===== config.mk =====
export PLATFORM = sky130hd
export DESIGN_NAME = mod_exp_ctrl
export DESIGN_NICKNAME = d
export VERILOG_FILES = /design/src/rtl/mod_exp_ctrl.sv
export SDC_FILE = /design/constraint.sdc
export NUM_CORES = 1
export LEC_CHECK = 0
export CORE_ASPECT_RATIO = 0.9
export CORE_MARGIN = 1
export CORE_UTILIZATION = 45
export CTS_CLUSTER_DIAMETER = 40
export DETAILED_ROUTE_END_ITERATION = 10
export HOLD_SLACK_MARGIN = 0.03
export PLACE_DENSITY = 0.74
export SETUP_SLACK_MARGIN = 0.05
export SYNTH_ARGS = -nofsm -noshare
export SYNTH_HDL_FRONTEND = slang
export SYNTH_SLANG_ARGS = --single-unit

===== constraint.sdc =====
create_clock -name clk -period 14.3 [get_ports clk]
set_clock_uncertainty 0.1 [all_clocks]
set_input_delay 3.575 -clock clk [delete_from_list [all_inputs] [get_ports clk]]
set_output_delay 3.575 -clock clk [all_outputs]
set_load 0.02 [all_outputs]

===== src/rtl/mod_exp_ctrl.sv =====
// ---------------------------------------------------------------------------
// mod_exp_ctrl
//
// Sequencer for left-to-right square-and-multiply modular exponentiation.
// It walks the exponent from bit exp_len-1 down to bit 0 and drives a
// Montgomery product stage one operation at a time:
//   - square (op 0) for every bit,
//   - multiply (op 1) after the square when that bit is 1,
//   - one final normalize (op 2) after the last bit.
// Each operation starts with a one-cycle mp_start pulse. Completion is the
// rising edge of the product stage's mp_stop level.
//
// Ports
//   clk         : clock, all state changes on the rising edge
//   reset       : synchronous, active-high reset
//   start       : request one exponentiation (only looked at when idle)
//   exp         : exponent, captured when start is accepted
//   exp_len     : number of exponent bits to process, 0..BITLEN
//                 (larger values are treated as BITLEN)
//   mp_start    : one-cycle start pulse to the product stage
//   mp_op_code  : 0 = square, 1 = multiply, 2 = normalize
//   mp_stop     : completion level from the product stage
//   busy        : high from the cycle after an accepted start until done
//   done        : one-cycle pulse after the normalize op completes
//   sq_count    : square ops issued in the current run
//   mul_count   : multiply ops issued in the current run
// ---------------------------------------------------------------------------
module mod_exp_ctrl #(
  parameter int BITLEN     = 256,
  parameter int LOG_BITLEN = 8
) (
  input  logic                  clk,
  input  logic                  reset,
  input  logic                  start,
  input  logic [BITLEN-1:0]     exp,
  input  logic [LOG_BITLEN:0]   exp_len,
  output logic                  mp_start,
  output logic [1:0]            mp_op_code,
  input  logic                  mp_stop,
  output logic                  busy,
  output logic                  done,
  output logic [LOG_BITLEN:0]   sq_count,
  output logic [LOG_BITLEN:0]   mul_count
);

  typedef enum logic [2:0] {
    S_IDLE,
    S_ISSUE,
    S_WAIT,
    S_NEXT,
    S_FIN_ISSUE,
    S_FIN_WAIT,
    S_DONE
  } state_t;

  localparam logic [1:0] OP_SQUARE = 2'd0;
  localparam logic [1:0] OP_MULT   = 2'd1;
  localparam logic [1:0] OP_NORM   = 2'd2;

  localparam logic [LOG_BITLEN:0]   MAX_LEN = (LOG_BITLEN+1)'(BITLEN);
  localparam logic [LOG_BITLEN:0]   ONE_L   = (LOG_BITLEN+1)'(1);
  localparam logic [LOG_BITLEN-1:0] ONE_I   = LOG_BITLEN'(1);

  state_t                  state_q,      state_d;
  logic [BITLEN-1:0]       exp_q,        exp_d;
  logic [LOG_BITLEN-1:0]   idx_q,        idx_d;
  logic [1:0]              op_q,         op_d;
  logic                    mp_start_q,   mp_start_d;
  logic                    busy_q,       busy_d;
  logic                    done_q,       done_d;
  logic [LOG_BITLEN:0]     sq_q,         sq_d;
  logic [LOG_BITLEN:0]     mul_q,        mul_d;
  logic                    mp_stop_q,    mp_stop_d;

  logic [LOG_BITLEN:0]     len_eff;
  logic                    mp_done;

  // Oversized lengths saturate to the full exponent width.
  assign len_eff = (exp_len > MAX_LEN) ? MAX_LEN : exp_len;

  // Only a low-to-high transition of mp_stop means "finished"; a level left
  // high by the previous operation must not end the next one early.
  assign mp_done = mp_stop & ~mp_stop_q;

  always_comb begin
    // NOTE: every signal gets its hold value first so no path through the
    // case statement leaves one unassigned, which would infer a latch.
    state_d    = state_q;
    exp_d      = exp_q;
    idx_d      = idx_q;
    op_d       = op_q;
    mp_start_d = 1'b0;
    busy_d     = busy_q;
    done_d     = 1'b0;
    sq_d       = sq_q;
    mul_d      = mul_q;
    mp_stop_d  = mp_stop;

    unique case (state_q)
      S_IDLE: begin
        op_d = OP_SQUARE;
        if (start) begin
          exp_d      = exp;
          sq_d       = '0;
          mul_d      = '0;
          busy_d     = 1'b1;
          mp_start_d = 1'b1;
          if (len_eff == '0) begin
            idx_d   = '0;
            op_d    = OP_NORM;
            state_d = S_FIN_ISSUE;
          end else begin
            idx_d   = LOG_BITLEN'(len_eff - ONE_L);
            op_d    = OP_SQUARE;
            state_d = S_ISSUE;
          end
        end
      end

      // mp_start is high during this state; account for the op here.
      S_ISSUE: begin
        if (op_q == OP_MULT) begin
          mul_d = mul_q + ONE_L;
        end else begin
          sq_d = sq_q + ONE_L;
        end
        state_d = S_WAIT;
      end

      S_WAIT: begin
        if (mp_done) begin
          state_d = S_NEXT;
        end
      end

      // A square of a 1 bit is followed by a multiply on the same bit;
      // otherwise step to the next lower bit, or finish after bit 0.
      S_NEXT: begin
        mp_start_d = 1'b1;
        if (op_q == OP_SQUARE && exp_q[idx_q]) begin
          op_d    = OP_MULT;
          state_d = S_ISSUE;
        end else if (idx_q != '0) begin
          idx_d   = idx_q - ONE_I;
          op_d    = OP_SQUARE;
          state_d = S_ISSUE;
        end else begin
          op_d    = OP_NORM;
          state_d = S_FIN_ISSUE;
        end
      end

      S_FIN_ISSUE: begin
        state_d = S_FIN_WAIT;
      end

      S_FIN_WAIT: begin
        if (mp_done) begin
          done_d  = 1'b1;
          busy_d  = 1'b0;
          state_d = S_DONE;
        end
      end

      S_DONE: begin
        op_d    = OP_SQUARE;
        state_d = S_IDLE;
      end

      default: begin
        state_d = S_IDLE;
      end
    endcase
  end

  // NOTE: state registers use non-blocking assignments so every flop samples
  // the pre-edge values, independent of statement order.
  always_ff @(posedge clk) begin
    if (reset) begin
      state_q    <= S_IDLE;
      idx_q      <= '0;
      op_q       <= OP_SQUARE;
      mp_start_q <= 1'b0;
      busy_q     <= 1'b0;
      done_q     <= 1'b0;
      sq_q       <= '0;
      mul_q      <= '0;
      mp_stop_q  <= 1'b0;
    end else begin
      state_q    <= state_d;
      idx_q      <= idx_d;
      op_q       <= op_d;
      mp_start_q <= mp_start_d;
      busy_q     <= busy_d;
      done_q     <= done_d;
      sq_q       <= sq_d;
      mul_q      <= mul_d;
      mp_stop_q  <= mp_stop_d;
    end
  end

  // NOTE: the exponent copy is pure data that is always written on an
  // accepted start before it is read, so it carries no reset.
  always_ff @(posedge clk) begin
    exp_q <= exp_d;
  end

  assign mp_start   = mp_start_q;
  assign mp_op_code = op_q;
  assign busy       = busy_q;
  assign done       = done_q;
  assign sq_count   = sq_q;
  assign mul_count  = mul_q;

endmodule


* After elaboration in Yosys (flattened, before gate mapping)
Cells that the tools add are included.
** Operators by class
- Reduce and logical (&&, ||, !) cells :: 16
- $add $sub $neg :: 4
- $lt $le $gt $ge :: 2
- Bitwise operators :: 3
- Muxes and demuxes :: 31
- Equal/unequal tests :: 14
** Operators by type and width (number)
- 2-to-1 mux 9 bit :: 4
- one-hot mux 9 bit (2 select lines) :: 2
- 2-to-1 mux 8 bit :: 4
- adder 9 x 1 -> 9 bit (second input constant) :: 2
- 2-to-1 mux 3 bit :: 6
- one-hot mux 3 bit (6 select lines) :: 1
- one-hot mux 8 bit (2 select lines) :: 1
- subtractor 8 x 1 -> 8 bit (second input constant) :: 2
- != test 2 bit (second input constant) :: 7
- AND reduction 3 bit :: 4
- equality test 3 bit (second input constant) :: 3
- greater-than comparator 9 bit (second input constant) :: 1
- zero test 9 bit :: 1
- less-than comparator 8 x 9 -> 1 bit (second input constant) :: 1
- binary-select mux 1 bit (select 8 bit) :: 1
- 2-to-1 mux 2 bit :: 4
- nonzero test 8 bit :: 1
- equality test 3 x 2 -> 1 bit (second input constant) :: 2
- one-hot mux 2 bit (3 select lines) :: 1
- nonzero test 2 bit :: 3
- 2-to-1 mux 1 bit :: 5
- one-hot mux 1 bit (2 select lines) :: 2
- AND reduction 4 bit :: 1
- equality test 3 x 1 -> 1 bit (second input constant) :: 1
- other kinds (9) :: 10
** Word-level totals
- Register bits after elaboration :: 291
- Word-level logic and storage cells :: 80
- Input port bits :: 269
- Output and inout port bits :: 23

* Logic depth before layout (Yosys ltp)
Gate-level depths: netlist of the first run.
- Depth in word-level cells :: 6
- Mapped depth :: 12
- Depth with buffers taken out :: 9

* Worst setup path before layout of the first run
OpenSTA, ideal clock, no wires.
- Path kind :: input to register
- From :: in start
- To :: reg idx_q[5]
- Library setup time :: 125 ps
- Stages on the path :: 4
- Required time :: 14075 ps
- Path slack :: 3093 ps
- Data arrival time :: 10982 ps
- Buffers on the path :: 0
- Cell sequence :: nand3_1 -> clkinv_1 -> a21oi_2 -> mux2_1
** Between the ends
- Cells in the longest elaborated chain, start to end :: 2
** Ends and longest elaborated chain
- from (decl) :: line 34 : input logic start,
- != test 2 bit (no line)
- AND reduction 4 bit (no line)
- to (signal assigned) :: line 191 : idx_q <= idx_d;
- to (decl) :: line 66 : logic [LOG_BITLEN-1:0] idx_q, idx_d;
Every way passes these cells.
A chain may end at the register's enable or synchronous reset.

* Final worst setup path of the first run
- From :: in start
- To :: reg exp_q[45] (enable)
** Between the ends
- Cells in the longest elaborated chain, start to end :: 1
** Ends and longest elaborated chain
- AND reduction 2 bit (no line)
- to (signal assigned) :: line 205 : exp_q <= exp_d;
- to (decl) :: line 65 : logic [BITLEN-1:0] exp_q, exp_d;
Every way passes these cells.

==> run_results.csv, run 1 <==
group,metric,value,unit
status,status,"completed",
floorplan,die_h,156,µm
place,globalplace.congestion,0.803,
drt,drt_first_iter_violations,559,
power,p_leak,0.00550,µW
setup_path,worstPathMaxFanout,97,
drt,route.detailed.drc,0,
clock_network,cts_sinks,291,
floorplan,initial_utilization,0.464,
floorplan,rows,55,
final_layout,final_layout_size_suffix_gt1_frac,0.148,
power,power_frac_comb,0.189,
clock_network,path_clk_slew,0.05,ns
flow_run,cap_violations,0,
global_route,gr-total-overflow,0,
setup_path,path_cells,"clkdlybuf4s50_1 > nand3_1 > inv_8 > buf_4",
global_route,antenna_found_initial,3,
clock_network,cts_buffer_depth,3,
timing,finalMaxSlewViolations,0,
clock_network,postCtsHoldBufs,0,
timing,setup_tns,0,ns
yosys,synth_edf_count,256,
power,p_sw_frac,0.264,
yosys,ys_ff_latch,291,
yosys,yosys-top-cells-area,"edfxtp_1, mux4_2, dfxtp_1, nor2_1, nand2_1",
yosys,synth_top_area_frac,0.651,
clock_network,cts_buffers,39,
drt,drt_wl_total,27800,µm
floorplan,core,25500,µm²
timing,fin_crit,6.12,ns
yosys,ys_seq_area_frac,0.710,
global_route,grt_first_pass_wirelength,41700,µm
yosys,synth.distinct_cells,65,
timing,finalSetupViolCount,0,
final_layout,layout_commonest_cell,"clkdlybuf4s50_1",
min_path,min_path_type,"reg2reg",
clock_network,clkLatencyLatePin,0.52,ns
yosys,synth_fp_nets,951,
clock_network,post_cts_buffers,0,
yosys,synth.avg_cell_area,17.4,µm²
power,internal-power,1870,µW
place,dpl.hpwl,19800,µm
power,seq_power_share,0.440,
timing,max_freq,0.163,GHz
setup_path,slowest_delay,0.94,ns
final_layout,final_nets,1255,
setup_path,endpoint_kind,"flop",
place,post_dp_cell_area,15000,µm²
power,p_clk_frac,0.372,
yosys,synth_top_cell_by_area,"edfxtp_1",
clock_network,root_buffer,"clkbuf_16",
drt,vias,7219,
global_route,grt_pass1_vias,7394,
yosys,yosys_warnings,0,
clock_network,cts_resized,0,
final_layout,post-route-util,0.641,
setup_path,crit_path_top_delay_cell,"buf_4",
yosys,synthFlopType,"edfxtp_1",
timing,tightest_slew,1.10,ns
power,powerDensity,156,nW/µm²
power,p_total,2540,µW
floorplan,io_pins,292,
setup_path,crit_family,"buffers and inverters",
drt,wl_per_cell,20.5,µm
final_layout,syn_to_final_growth,38.1,%
place,io_buffers,291,
timing,maxSlewHeadroom,0.267,
yosys,syn-cell-area,11800,µm²
setup_path,critPathBufInv,3,
global_route,grt_max_degree,98,
setup_path,start_kind,"input pin",
clock_network,h-tree-depth,2,
setup_path,critical_path_class,"in2reg",
setup_path,critPathArrivalTime,6.14,ns
power,vdd_drop_max,99.2,µV
yosys,synthArstFlopShare,0,
timing,timing.final.crit_share,0.428,
setup_path,cp.required,14.32,ns
floorplan,die_area,26900,µm²
timing,rsz0062_at_grt,"no",
final_layout,fin_area,16300,µm²
power,p_sw,670,µW
global_route,groute.usage.overall,0.208,
drt,via_per_inst,5.32,
drt,postRouteAntennaNets,0,
final_layout,layout_common_cells,"clkdlybuf4s50_1, edfxtp_1, mux4_2, nor2_1, clkbuf_16",
yosys,synthCells,678,
timing,finalHoldViolCount,0,
drt,first_pass_iters,7,
floorplan,die_x,173,µm
clock_network,cts_tree,"built",
metrics by stage:
stage          hold WS (ns)  cells  worst slack [ns]
5_1_grt               0.439   1356              8.01
2_1_floorplan         0.422    678              3.09
4_1_cts               0.408   1354              8.18
3_3_place_gp          0.383   1283              7.75
3_5_place_dp          0.399   1283              7.66
6_report              0.401   1357              8.18
synth_stat cells, types with 2 or more instances:
| library cell | instances |
|---|---|
| o311a_1 | 2 |
| buf_1 | 4 |
| o22ai_1 | 3 |
| nor4_1 | 7 |
| o21bai_1 | 3 |
| mux2_2 | 4 |
| ha_1 | 4 |
| nand3_1 | 7 |
| buf_6 | 2 |
| nand2_1 | 33 |
| a311oi_1 | 4 |
| mux2i_1 | 12 |
| o21ai_0 | 11 |
| or2_2 | 3 |
| a31oi_1 | 4 |
| xor2_1 | 12 |
| edfxtp_1 | 256 |
| or3_1 | 8 |
| nor3_1 | 7 |
| a21boi_0 | 2 |
| a22oi_1 | 16 |
| clkbuf_1 | 17 |
| buf_2 | 3 |
| inv_1 | 9 |
| nor2_1 | 47 |
| a211o_1 | 3 |
| o221ai_1 | 3 |
| nor2b_1 | 9 |
| dfxtp_1 | 35 |
| and3_1 | 5 |
| mux4_2 | 63 |
| and2_1 | 2 |
| a211oi_1 | 5 |
| buf_4 | 5 |
| nand4_1 | 7 |
| o211ai_1 | 3 |
| o31ai_1 | 2 |
| xnor2_1 | 3 |
| a21oi_1 | 21 |
| clkinv_1 | 2 |
| nand3b_1 | 2 |
| nand2b_1 | 5 |
path summary, 6_finish.rpt:
path | endpoint | slack (ns) | startpoint | depth (start not counted)
worst max-delay path | exp_q[45]$_DFFE_PP_ | 8.18 | start | 4
worst min-delay path | busy$_SDFFE_PP0P_ | 0.40 | busy$_SDFFE_PP0P_ | 2
worst max register to register | idx_q[4]$_SDFFE_PP0P_ | 9.90 | idx_q[0]$_SDFFE_PP0P_ | 9
worst min register to register | busy$_SDFFE_PP0P_ | 0.40 | busy$_SDFFE_PP0P_ | 2
power by group through the flow:
| stage | Sequential, µW | Combinational, µW | Clock (µW) |
|---|---|---|---|
| 3_5_place_dp | 1140 | 485 | 0 |
| 4_1_cts | 1120 | 488 | 963 |
| 6_report | 1120 | 479 | 944 |
| 5_1_grt | 1130 | 519 | 1000 |
| 2_1_floorplan | 1140 | 326 | 0 |
| 3_3_place_gp | 1130 | 483 | 0 |
cell families after synthesis:
kind of cell             count (synthesis)  synth area share
AND/OR/NAND/NOR                        148            0.0619
XOR/XNOR                                15            0.0111
flip-flops                             291             0.710
multiplexers                            80             0.135
AO/OA/AOI/OAI                           96            0.0583
adder cells (fa/ha/maj)                  4           0.00424
buffers and inverters                   44            0.0195
layer usage:
layer / routed length, µm / GRT usage / up-vias
li1: - / - / 3360
met1: 11500 / 0.277 / 3464
met2: 13500 / 0.340 / 347
met3: 2170 / 0.0514 / 48
met4: 598 / 0.0628 / 0
met5: 0 / 0 / -
state kept, by name, summed over array words and instances, names as in the netlist:
register    cells
mp_stop_q       1
idx_q           8
busy            1
mp_op_code      2
mp_start        1
exp_q         256
state_q         3
mul_count       9
sq_count        9
done            1
final cells by class:
class | count | area (µm²)
Antenna cell | 3 | 7.51
Clock buffer | 44 | 1020
Clock inverter | 27 | 279
Fill cell | 1849 | 9140
Inverter | 11 | 48.8
Multi-Input combinational cell | 343 | 3200
Sequential cell | 291 | 8390
Tap cell | 342 | 428
Timing Repair Buffer | 296 | 2950
worst min-delay path, cell delays in order (launching register included):
cell and delay (ns):
dfxtp_1 0.30, nor2_1 0.10, a211oi_1 0.05
Note: power is estimated with default switching activity, not from simulation.
==> inputs of run 2 (changes only) <==
--- a/config.mk
+++ b/config.mk
@@ -11,7 +11,7 @@
 export CTS_CLUSTER_DIAMETER = 40
 export DETAILED_ROUTE_END_ITERATION = 10
 export HOLD_SLACK_MARGIN = 0.03
-export PLACE_DENSITY = 0.74
+export PLACE_DENSITY = 0.77
 export SETUP_SLACK_MARGIN = 0.05
 export SYNTH_ARGS = -nofsm -noshare
 export SYNTH_HDL_FRONTEND = slang
==> constraint.sdc (replaced) <==
create_clock -name clk -period 4.9 [get_ports clk]
set_clock_uncertainty 0.1 [all_clocks]
set_input_delay 1.225 -clock clk [delete_from_list [all_inputs] [get_ports clk]]
set_output_delay 1.225 -clock clk [all_outputs]
set_load 0.02 [all_outputs]
==> run 2 against run 1 <==
Combinational power increased to 2.9 times the previous value. First-iteration DRC count is 2.3% higher. Total power increased to 3.0 times the previous value. Flip-flop and latch count unchanged. Final cell count increased by 0.29%.
==> run_results.csv, run 2 (synthesis results as in run 1) <==
group,metric,value,unit
final_layout,layout_commonest_cell,"clkdlybuf4s50_1",
place,io_buffers,291,
place,globalplace.congestion,0.873,
floorplan,initial_utilization,0.464,
clock_network,path_clk_slew,0.06,ns
timing,fin_crit,3.83,ns
clock_network,postCtsHoldBufs,0,
drt,drt_wl_total,29100,µm
drt,postRouteAntennaNets,0,
floorplan,die_h,156,µm
drt,drt_first_iter_violations,572,
drt,route.detailed.drc,0,
place,dpl.hpwl,20800,µm
global_route,gr-total-overflow,0,
clock_network,cts_resized,0,
timing,max_freq,0.261,GHz
setup_path,ff2ff_setup_slack,1.07,ns
timing,tightest_slew,0.837,ns
drt,wl_per_cell,21.4,µm
status,status,"completed",
drt,via_per_inst,5.41,
power,powerDensity,458,nW/µm²
setup_path,start_kind,"flop",
final_layout,fin_area,16400,µm²
final_layout,layout_common_cells,"clkdlybuf4s50_1, edfxtp_1, mux4_2, nor2_1, clkbuf_16",
timing,finalHoldViolCount,0,
setup_path,worstPathMaxFanout,39,
drt,vias,7362,
final_layout,fillCellCount,1808,
final_layout,largest_reg_flops,256,
place,pre_cts_slack,0.915,ns
clock_network,clkLatencyLatePin,0.52,ns
clock_network,cts_tree,"built",
clock_network,cts_sinks,291,
setup_path,endpoint_kind,"flop",
global_route,grt_max_degree,89,
clock_network,cts_buffers,40,
global_route,grt_pass1_vias,7626,
min_path,min_path_type,"reg2reg",
floorplan,io_pins,292,
setup_path,crit_path_end,"idx_q[1]$_SDFFE_PP0P_",
global_route,grt_first_pass_wirelength,43100,µm
timing,finalMaxSlewViolations,0,
setup_path,reg2reg_to,"idx_q[1]$_SDFFE_PP0P_",
timing,timing.final.crit_share,0.782,
floorplan,core,25500,µm²
setup_path,r2r_start,"idx_q[0]$_SDFFE_PP0P_",
drt,first_pass_iters,5,
timing,maxSlewHeadroom,0.441,
power,p_leak,0.00554,µW
floorplan,die_x,173,µm
clock_network,cts_buffer_depth,3,
clock_network,root_buffer,"clkbuf_16",
global_route,groute.usage.overall,0.216,
clock_network,h-tree-depth,2,
flow_run,cap_violations,0,
floorplan,die_area,26900,µm²
setup_path,r2r_cells,8,
setup_path,critPathArrivalTime,4.13,ns
timing,hold_ws,0.401,ns
final_layout,final_layout_size_suffix_gt1_frac,0.156,
min_path,hp-start,"sq_count[7]$_SDFFE_PP0P_",
timing,finalSetupViolCount,0,
global_route,antenna_found_initial,3,
final_layout,final_nets,1262,
setup_path,cp.required,5.20,ns
final_layout,post-route-util,0.645,
place,post_dp_cell_area,15100,µm²
timing,setup_tns,0,ns
timing,fin_ws,1.07,ns
timing,rsz0062_at_grt,"no",
setup_path,critical_path_class,"reg2reg",
setup_path,startpoint,"idx_q[0]$_SDFFE_PP0P_",
power,vdd_drop_max,251,µV
floorplan,rows,55,
final_layout,syn_to_final_growth,39.0,%
clock_network,post_cts_buffers,0,
final_layout,largest-register,"exp_q",
run 2: cell types whose count changed in the layout (fill, tap and decap cells not counted), sizes merged:
cell / previous run / this run
buf: 5 / 11
clkinvlp: 2 / 5
diode: 3 / 1
clkinv: 18 / 13
clkbuf: 44 / 43
inv: 15 / 18
run 2: critical path, cell delays in order (launching register included):
cell and delay [ns]:
dfxtp_4 0.84, mux4_2 0.60, mux2i_1 0.43, o221ai_2 0.18
nor4_1 0.29, a21oi_1 0.11, a31oi_2 0.51, a21oi_2 0.21
o311a_1 0.39
run 2: area by class of cell:
cell class | instances | area [µm²] | share of cell area
clock buffer | 43 | 1030 | 0.0629
sequential | 291 | 8390 | 0.511
inverter | 11 | 48.8 | 0.00297
tap | 342 | 428 | 0.0260
timing repair buffer | 302 | 3050 | 0.185
clock inverter | 28 | 277 | 0.0168
antenna | 1 | 2.50 | 0.000152
multi-input combinational | 343 | 3200 | 0.195
run 2: worst min-delay path by stage:
stage,slack [ns],end,depth (start not counted)
global placement,0.38,sq_count[7]$_SDFFE_PP0P_,2
floorplan,0.42,idx_q[7]$_SDFFE_PP0P_,2
finish,0.40,sq_count[7]$_SDFFE_PP0P_,2
detailed placement,0.40,sq_count[7]$_SDFFE_PP0P_,2
global route,0.44,sq_count[7]$_SDFFE_PP0P_,2
CTS,0.40,sq_count[7]$_SDFFE_PP0P_,2
run 2: power breakdown:
part,total (µW),internal [µW],switching [µW],leakage (µW)
Combinational,1410,692,716,0.00220
Clock,2820,1710,1100,0.000631
Sequential,3300,3100,199,0.00271
Total,7530,5510,2020,0.00554
run 2: layer usage:
layer  part of all wire  vias up  GRT usage
met1               0.40     3576      0.280
met2               0.49      358      0.360
met5            0.00045        -          0
met4              0.024        2     0.0704
li1                   -     3375          -
met3              0.083       51     0.0526
run 2: through the flow:
step	instances	total power, µW
2_1_floorplan	678	4190
6_report	1361	7530
3_3_place_gp	1289	4740
5_1_grt	1361	7820
3_5_place_dp	1289	4770
4_1_cts	1360	7590
==> inputs of run 3 (changes only) <==
==> constraint.sdc (replaced) <==
create_clock -name clk -period 3.3 [get_ports clk]
set_clock_uncertainty 0.1 [all_clocks]
set_input_delay 0.825 -clock clk [delete_from_list [all_inputs] [get_ports clk]]
set_output_delay 0.825 -clock clk [all_outputs]
set_load 0.02 [all_outputs]
==> run 3 against run 2 <==
Maximum frequency increased by 24%. Clock power grew 49%. Total power rose by 51%. Die area is the same. Cell area increased by 1.7%. Flip-flop and latch count did not move. Utilization rose by 1.1 points. Register-to-register slack got worse by 0.86 ns. First-iteration DRC count decreased by 3.0%. Non-clock buffer count rose by 24. Clock-buffer cell count grew 2. Combinational power is 67% higher.
==> run_results.csv, run 3 (synthesis results as in run 1) <==
group,metric,value,unit
clock_network,path_clk_slew,0.06,ns
final_layout,seqCellArea,8390,µm²
final_layout,layout_common_cells,"clkdlybuf4s50_1, edfxtp_1, mux4_2, nor2_1, clkbuf_16",
setup_path,reg2reg_to,"idx_q[3]$_SDFFE_PP0P_",
timing,tightest_slew,0.703,ns
clock_network,cts_sinks,291,
final_layout,final_nets,1285,
clock_network,postCtsHoldBufs,0,
floorplan,core,25500,µm²
setup_path,worst_path_most_repeated_cell,"a21oi_1",
setup_path,slowest_delay,0.52,ns
clock_network,clkLatencyLatePin,0.52,ns
setup_path,crit_family,"multiplexers",
floorplan,die_h,156,µm
final_layout,multiInputGateArea,3210,µm²
status,status,"completed",
drt,wl_per_cell,21.1,µm
final_layout,final_layout_size_suffix_gt1_frac,0.178,
place,post_dp_cell_area,15300,µm²
timing,setup_tns,0,ns
setup_path,path_depth,11,
global_route,grt_first_pass_wirelength,44400,µm
drt,drt_first_iter_violations,555,
setup_path,endpoint_kind,"flop",
min_path,min_path_type,"reg2reg",
setup_path,ff2ff_setup_slack,0.21,ns
setup_path,crit_path_end,"idx_q[3]$_SDFFE_PP0P_",
floorplan,rows,55,
drt,vias,7394,
global_route,grt_max_degree,64,
final_layout,largest_reg_flops,256,
place,place_inst,1311,
timing,rsz0062_at_grt,"no",
timing,fin_crit,3.09,ns
timing,finalMaxSlewViolations,0,
clock_network,h-tree-depth,2,
final_layout,largest-register,"exp_q",
power,powerDensity,680,nW/µm²
power,p_leak,0.00569,µW
global_route,gr-total-overflow,0,
drt,highest_layer,"met5",
setup_path,critPathArrivalTime,3.44,ns
final_layout,antenna_cells,0,
global_route,groute.usage.overall,0.222,
floorplan,initial_utilization,0.464,
setup_path,crit_path_top_delay_cell,"mux4_2",
floorplan,die_x,173,µm
final_layout,fillCellCount,1778,
timing,maxSlewHeadroom,0.529,
floorplan,io_pins,292,
final_layout,finalNonFillerCells,1385,
final_layout,layout_commonest_cell,"clkdlybuf4s50_1",
flow_run,cap_violations,0,
drt,route.detailed.drc,0,
drt,postRouteAntennaNets,0,
final_layout,syn_to_final_growth,41.4,%
global_route,antenna_found_initial,2,
setup_path,critical_path_class,"reg2reg",
place,dpl.hpwl,21400,µm
setup_path,path_cells,"buf_16 > buf_12 > mux4_2 > mux2i_2 > o21bai_1 > nor4_1 > a21oi_1 > a31oi_2 > buf_4 > mux2_2 > a21oi_1",
setup_path,critPathBufInv,3,
setup_path,cp.required,3.65,ns
timing,max_freq,0.323,GHz
final_layout,fin_area,16700,µm²
setup_path,r2r_start,"idx_q[0]$_SDFFE_PP0P_",
drt,wl_met3,2080,µm
drt,via_per_inst,5.34,
place,io_buffers,291,
setup_path,startpoint,"idx_q[0]$_SDFFE_PP0P_",
setup_path,worstPathMaxFanout,31,
floorplan,die_area,26900,µm²
clock_network,cts_tree,"built",
drt,wl_met2,14900,µm
drt,drt_wl_total,29200,µm
clock_network,cts_buffer_depth,3,
place,globalplace.congestion,0.918,
global_route,grt_pass1_vias,7879,
timing,finalHoldViolCount,0,
clock_network,root_buffer,"clkbuf_16",
power,vdd_drop_max,449,µV
setup_path,start_kind,"flop",
setup_path,r2r_cells,11,
timing,finalSetupViolCount,0,
clock_network,cts_buffers,39,
timing,timing.final.crit_share,0.937,
drt,first_pass_iters,5,
drt,wl_met1,11700,µm
run 3: per-layer routing:
layer,up-vias,GRT usage
met5,-,0
met2,330,0.382
met3,34,0.0485
li1,3420,-
met1,3608,0.280
met4,2,0.0708
run 3: worst reg2reg max path: cells and delay by family, from the launching register on:
family,cells,cell delay [ns]
muxes,3,1.09
and+or+nand+nor,1,0.26
buffers and inverters,3,0.65
DFF,1,0.38
AOI/OAI and AO/OA,4,0.55
run 3: layout make-up:
type                       instances  share of cell area
inverter                          11             0.00322
tap                              342              0.0256
clock buffer                      45              0.0616
clock inverter                    27              0.0178
multi-input combinational        343               0.192
timing repair buffer             326               0.197
sequential                       291               0.502
run 3: how the worst min path moves through the flow:
stage | start | to | slack (ns) | cells past startpoint
6_report | sq_count[7]$_SDFFE_PP0P_ | sq_count[7]$_SDFFE_PP0P_ | 0.40 | 2
5_1_grt | sq_count[7]$_SDFFE_PP0P_ | sq_count[7]$_SDFFE_PP0P_ | 0.44 | 2
4_1_cts | sq_count[7]$_SDFFE_PP0P_ | sq_count[7]$_SDFFE_PP0P_ | 0.40 | 2
3_5_place_dp | sq_count[7]$_SDFFE_PP0P_ | sq_count[7]$_SDFFE_PP0P_ | 0.39 | 2
3_3_place_gp | mul_count[7]$_SDFFE_PP0P_ | mul_count[7]$_SDFFE_PP0P_ | 0.38 | 2
2_1_floorplan | idx_q[7]$_SDFFE_PP0P_ | idx_q[7]$_SDFFE_PP0P_ | 0.42 | 2
run 3: what timing repair did:
item	4_1_cts	5_1_grt
buffers inserted	0	2
gates resized for setup	0	3
setup endpoints to repair	0	10
run 3: stage by stage:
stage                     utilization  power, µW  setup WS, ns  hold slack (ns)
final                           0.656      11400         0.209            0.398
after global routing            0.656      11800        0.0625            0.436
after CTS                       0.655      11400        0.0636            0.400
after detailed placement        0.603       7210        0.0626            0.393
after global placement          0.603       7150        0.0699            0.379
after floorplan                     -       6200         0.323            0.422
run 3: report_power, final:
| part | internal (µW) | switching [µW] |
|---|---|---|
| Combinational | 1180 | 1170 |
| Sequential | 4610 | 202 |
| Clock | 2590 | 1610 |
| Total | 8380 | 2980 |
